File: src/rtl/seq_mult_hs_pkg.sv
// Shared types and helpers for the seq_mult_hs shift-add multiplier.
package seq_mult_pkg;

   typedef enum logic {
      IDLE = 1'b0,
      BUSY = 1'b1
   } state_e;

   // Widest vector the conditional negate handles (the 2*WIDTH product path).
   localparam int ABS_MAX_W = 128;

   function automatic int cnt_w_f(input int width);
      return (width < 2) ? 1 : $clog2(width);
   endfunction

   // Two's-complement negate when neg is set; callers truncate to their own width.
   function automatic logic [ABS_MAX_W-1:0] cond_neg_f(input logic [ABS_MAX_W-1:0] val,
                                                       input logic                 neg);
      return neg ? (~val + ABS_MAX_W'(1)) : val;
   endfunction

endpackage

File: src/rtl/seq_mult_abs.sv
// Conditional two's-complement negate; yields |x| for operands and re-signs the product.
module seq_mult_abs
   import seq_mult_pkg::*;
#(
   parameter int W = 32
) (
   input  logic [W-1:0] val_i,
   input  logic         neg_i,
   output logic [W-1:0] res_o
);

   assign res_o = W'(cond_neg_f(ABS_MAX_W'(val_i), neg_i));

endmodule

File: src/rtl/seq_mult_hs.sv
// Iterative shift-add multiplier, one multiplier bit per clock, start/done handshake.
// Optional macro SEQ_MULT_EARLY_TERM_EN finishes once the remaining multiplier bits are zero.
module seq_mult_hs
   import seq_mult_pkg::*;
#(
   parameter int WIDTH = 32,
   parameter int CNT_W = cnt_w_f(WIDTH)
) (
   input  logic               clk,
   input  logic               reset,
   input  logic               start,
   input  logic               signed_mode,
   input  logic [WIDTH-1:0]   a,
   input  logic [WIDTH-1:0]   b,
   output logic               busy,
   output logic               done,
   output logic [2*WIDTH-1:0] product
);

   localparam int PW = 2 * WIDTH;

   state_e           state_q;
   logic [WIDTH-1:0] mplier_q;
   logic [PW-1:0]    mcand_q;
   logic [PW-1:0]    acc_q;
   logic [PW-1:0]    acc_d;
   logic [CNT_W-1:0] cnt_q;
   logic             neg_q;
   logic             done_q;
   logic [PW-1:0]    product_q;

   logic             a_neg;
   logic             b_neg;
   logic [WIDTH-1:0] a_abs;
   logic [WIDTH-1:0] b_abs;
   logic [PW-1:0]    res_signed;
   logic             last_bit;
   logic             finish;

   assign a_neg = signed_mode & a[WIDTH-1];
   assign b_neg = signed_mode & b[WIDTH-1];

   seq_mult_abs #(.W(WIDTH)) u_abs_a (.val_i(a), .neg_i(a_neg), .res_o(a_abs));
   seq_mult_abs #(.W(WIDTH)) u_abs_b (.val_i(b), .neg_i(b_neg), .res_o(b_abs));
   seq_mult_abs #(.W(PW))    u_abs_p (.val_i(acc_d), .neg_i(neg_q), .res_o(res_signed));

   assign acc_d    = acc_q + (mplier_q[0] ? mcand_q : '0);
   assign last_bit = (cnt_q == CNT_W'(WIDTH - 1));

`ifdef SEQ_MULT_EARLY_TERM_EN
   // Nothing left to add once the bits still to be shifted in are all zero.
   assign finish = last_bit | (mplier_q[WIDTH-1:1] == '0);
`else
   assign finish = last_bit;
`endif

   always_ff @(posedge clk or negedge reset) begin
      if (!reset) begin
         state_q   <= IDLE;
         mplier_q  <= '0;
         mcand_q   <= '0;
         acc_q     <= '0;
         cnt_q     <= '0;
         neg_q     <= 1'b0;
         done_q    <= 1'b0;
         product_q <= '0;
      end else begin
         done_q <= 1'b0;
         case (state_q)
            IDLE: begin
               if (start) begin
                  mplier_q <= a_abs;
                  mcand_q  <= {{WIDTH{1'b0}}, b_abs};
                  acc_q    <= '0;
                  cnt_q    <= '0;
                  neg_q    <= a_neg ^ b_neg;
                  state_q  <= BUSY;
               end
            end
            BUSY: begin
               acc_q    <= acc_d;
               mcand_q  <= mcand_q << 1;
               mplier_q <= mplier_q >> 1;
               cnt_q    <= cnt_q + CNT_W'(1);
               if (finish) begin
                  product_q <= res_signed;
                  done_q    <= 1'b1;
                  state_q   <= IDLE;
               end
            end
            default: state_q <= IDLE;
         endcase
      end
   end

   assign busy    = (state_q == BUSY);
   assign done    = done_q;
   assign product = product_q;

endmodule

File: config.mk
export PLATFORM = sky130hd
export DESIGN_NAME = seq_mult_hs
export DESIGN_NICKNAME = d
export VERILOG_FILES = /design/src/rtl/seq_mult_hs_pkg.sv /design/src/rtl/seq_mult_abs.sv /design/src/rtl/seq_mult_hs.sv
export SDC_FILE = /design/constraint.sdc
export NUM_CORES = 1
export LEC_CHECK = 0
export ABC_AREA = 1
export CAP_MARGIN = 20
export CORE_MARGIN = 1
export CORE_UTILIZATION = 45
export CTS_CLUSTER_SIZE = 25
export DETAILED_ROUTE_END_ITERATION = 10
export MAX_ROUTING_LAYER = met4
export PLACE_DENSITY = 0.69
export SKIP_CTS_REPAIR_TIMING = 1
export SYNTH_ARGS = -nofsm -noshare
export SYNTH_HDL_FRONTEND = slang
export SYNTH_SLANG_ARGS = --single-unit
File: constraint.sdc
create_clock -name clk -period 6.09 [get_ports clk]
set_clock_uncertainty 0.15 [all_clocks]
set_input_delay 1.5225 -clock clk [delete_from_list [all_inputs] [get_ports clk]]
set_output_delay 1.5225 -clock clk [all_outputs]
set_load 0.03 [all_outputs]
==> metrics.yaml <==
logic_synthesis:
  synthArstFlopShare_pct: 100
  yosysTopAreaCell: "dfrtp_1"
  syn_area_sq_um: 18700
  synth_cell_types: 47
  synthTopCellsByArea: "dfrtp_1, nand2_1, inv_1"
  synth_edf_count: 0
  yosysSeqAreaShare_pct: 31.1
  avgSynthCellArea_sq_um: 6.21
  synthesis.nets: 3145
  synth_seq_cells: 232
  yosysWarnings: 0
  ys.flop_type: "dfrtp_1"
  yosys.area.top_type_share_pct: 31.1
  synth_cells: 3008
place:
  port_buffers: 133
  gp_congestion: 1.07
  dp_hpwl_um: 52700
die:
  die_y_um: 206
  dieArea_sq_um: 42300
  start_util_pct: 45.7
  io_pins: 134
  die_x_um: 206
  rows: 74
  core_sq_um: 40900
clocking:
  clock_path_buffers: 3
  clock-root-buffer: "clkbuf_16"
  htreeDepth: 1
  cts_buffers: 29
  cts_tree: "built"
  cts_sinks: 232
  path_clk_slew_ns: 0.06
  clk_latency_ns: 0.58
timing:
  setup_violations: 0
  finalHoldViolCount: 0
  slew_headroom_pct: 25.7
  finalSetupTns_ns: 0
  max_freq_mhz: 222
  grt_setup_unrepaired: "false"
  finalMaxSlewViolations: 0
  max_slew.worst_pin.slew_ns: 1.11
  fin_crit_ns: 4.50
  final.period_utilization_pct: 73.8
setup_path:
  crit_start: "mplier_q[0]$_DFFE_PN0P_"
  cpPeakStageDelay_ns: 0.85
  start_kind: "register"
  cpMostUsedCell: "nand2_1"
  crit_fanout: 41
  r2r_start: "mplier_q[0]$_DFFE_PN0P_"
  cp_data_required_time_ns: 6.39
  crit_path_end_kind: "register"
  critical_path_class: "register to register"
  cpMaxStageDelayCell: "dfrtp_2"
  cp_cell_sequence: "nand2_1, inv_1, ha_1, nand2_1, nor2_1, nand2_1, nand2_1, nand2_1, nand2_1, nand2_1, nand2_1, nand2_1, nand2_2, nand2_1, nor2_1, nand2_1, nor2_2, nand2_1, nand2_2, nand2_1, nand3_1, nand2_1"
  worstPathArrival_ns: 4.79
pwr:
  p_per_area_nw_per_um2: 479
  leakagePower_uw: 0.0113
  ir_worst_vdd_mv: 0.205
detailed_routing:
  via_count: 19600
  ant_nets: 0
  wl_per_cell_um: 18.2
  vias_per_cell: 5.34
  drc_errors: 0
  dr.pass1.iters: 8
  drt_iter0_drc: 1875
  wl_um: 66700
run:
  drv_cap: 0
grt:
  grt.met3_usage_pct: 5.26
  antenna_found_initial: 0
  gr-total-overflow: 0
  use_met1_pct: 47.3
  grt_max_degree: 96
  use_met2_pct: 48.5
  grt_pass1_vias: 18400
  busiest_layer: "met2"
  gr-usage-all-layers_pct: 32.8
  grt_pass1_wl_um: 103000
worst_hold_path:
  min-delay-start: "product[17]$_DFFE_PN0P_"
  hp-class: "register to register"
layout:
  final_layout_size_suffix_gt1_share_pct: 5.11
  diodes: 0
  area_delta_synth_final_pct: 15.2
  nets: 3247
  post-route-util_pct: 52.6
status:
  outcome: "finished clean"
## cell type report
| class | count | area (sq um) |
|---|---|---|
| Fill cell | 4242 | 19400 |
| Multi-Input combinational cell | 2208 | 10800 |
| Sequential cell | 232 | 5810 |
| Inverter | 491 | 1840 |
| Timing Repair Buffer | 148 | 1450 |
| Clock buffer | 37 | 806 |
| Tap cell | 532 | 666 |
| Clock inverter | 16 | 198 |
## sequential cells by signal (all words and copies together) (netlist names)
signal,flops
cnt_q,5
busy,1
done,1
acc_q,64
neg_q,1
mplier_q,32
product,64
mcand_q,64
## Yosys cell counts (3+ instances only)
master	n
nor2_1	258
nand2_2	28
nand2_1	1116
o31ai_1	3
o21bai_1	5
nand3_2	8
and2_1	3
clkinv_1	4
a22o_1	3
nor4_1	6
o22ai_1	31
nand4_1	23
xor2_1	51
nor3_1	31
ha_1	68
nor2_2	20
clkbuf_1	68
inv_1	480
o21ai_1	16
nor3_2	5
o21a_1	4
buf_1	4
xnor2_1	18
o211ai_1	35
dfrtp_1	232
o21ai_0	152
nand3b_1	21
buf_2	5
inv_2	7
a21oi_1	90
nor2_4	8
a22oi_1	27
a31oi_1	9
o311ai_0	5
nand3_1	148
nand2_4	3
## critical path, delay by kind of cell, from the launching register on
kind,cells,cell delay [ns]
AND/OR/NAND/NOR,20,2.98
flip-flops,1,0.85
adder cells (fa/ha/maj),1,0.22
buffers and inverters,1,0.12
## layer usage
metal,up-vias,routed length [um]
met3,86,5590
li1,9617,-
met1,9162,31400
met2,702,28500
met5,-,0
met4,0,1240
## cells in the final DEF (no fill, tap or decap), drive strengths merged
cell type and instances:
dfrtp 232, xnor2 19, nand3 157, o211ai 35, nand2 1147, clkdlybuf4s50 132, a22o 3, ha 68
a31oi 9, o31ai 3, a22oi 27, nand3b 21, o21bai 5, fa 1, nor3b 1, xor2 51
and3 1, o311ai 5, nand4 24, clkbuf 37, o22ai 31, nor4 6, clkinv 11, buf 16
or4 1, o21ai 168, bufinv 4, inv 488, or2 3, o21a 4, clkinvlp 4, and2 3
a21oi 91, nor3 36, nor2 288
## report_power, final
part           internal [uW]  switching, uW  total, uW
Combinational           1790           3970       5760
Sequential              2210            499       2710
Clock                   1100            737       1840
Total                   5100           5200      10300
## kinds of logic (layout without fill, tap and decap cells)
| group | Yosys count | after routing | synth area share, % |
|---|---|---|---|
| flip-flops | 232 | 232 | 31.1 |
| buffers and inverters | 568 | 692 | 11.4 |
| AND/OR/NAND/NOR | 1688 | 1688 | 37.9 |
| AO/OA/AOI/OAI | 381 | 381 | 11.6 |
| XOR/XNOR | 70 | 70 | 3.32 |
| adder cells (fa/ha/maj) | 69 | 69 | 4.66 |
## path summary, 6_finish.rpt
check	to	cells past startpoint	slack, ns
setup / recovery	product[41]$_DFFE_PN0P_	22	1.59
hold / removal	product[17]$_DFFE_PN0P_	2	0.32
setup reg to reg	product[41]$_DFFE_PN0P_	22	1.59
hold reg to reg	product[17]$_DFFE_PN0P_	2	0.32
max in group asynchronous	acc_q[37]$_DFFE_PN0P_	2	3.70
min in group asynchronous	acc_q[11]$_DFFE_PN0P_	1	0.82
## through the flow
stage	setup slack (ns)	power (uW)	hold WS (ns)	area, sq um	std cells
final	1.59	10300	0.325	21500	3664
after global routing	1.30	11000	0.354	21500	3664
after CTS	1.70	10200	0.332	21500	3664
after detailed placement	1.65	8350	0.315	20500	3611
after global placement	1.70	8270	0.314	20500	3611
after floorplan	2.52	6360	0.300	18700	3008
Power figures use the tool's default switching activity.
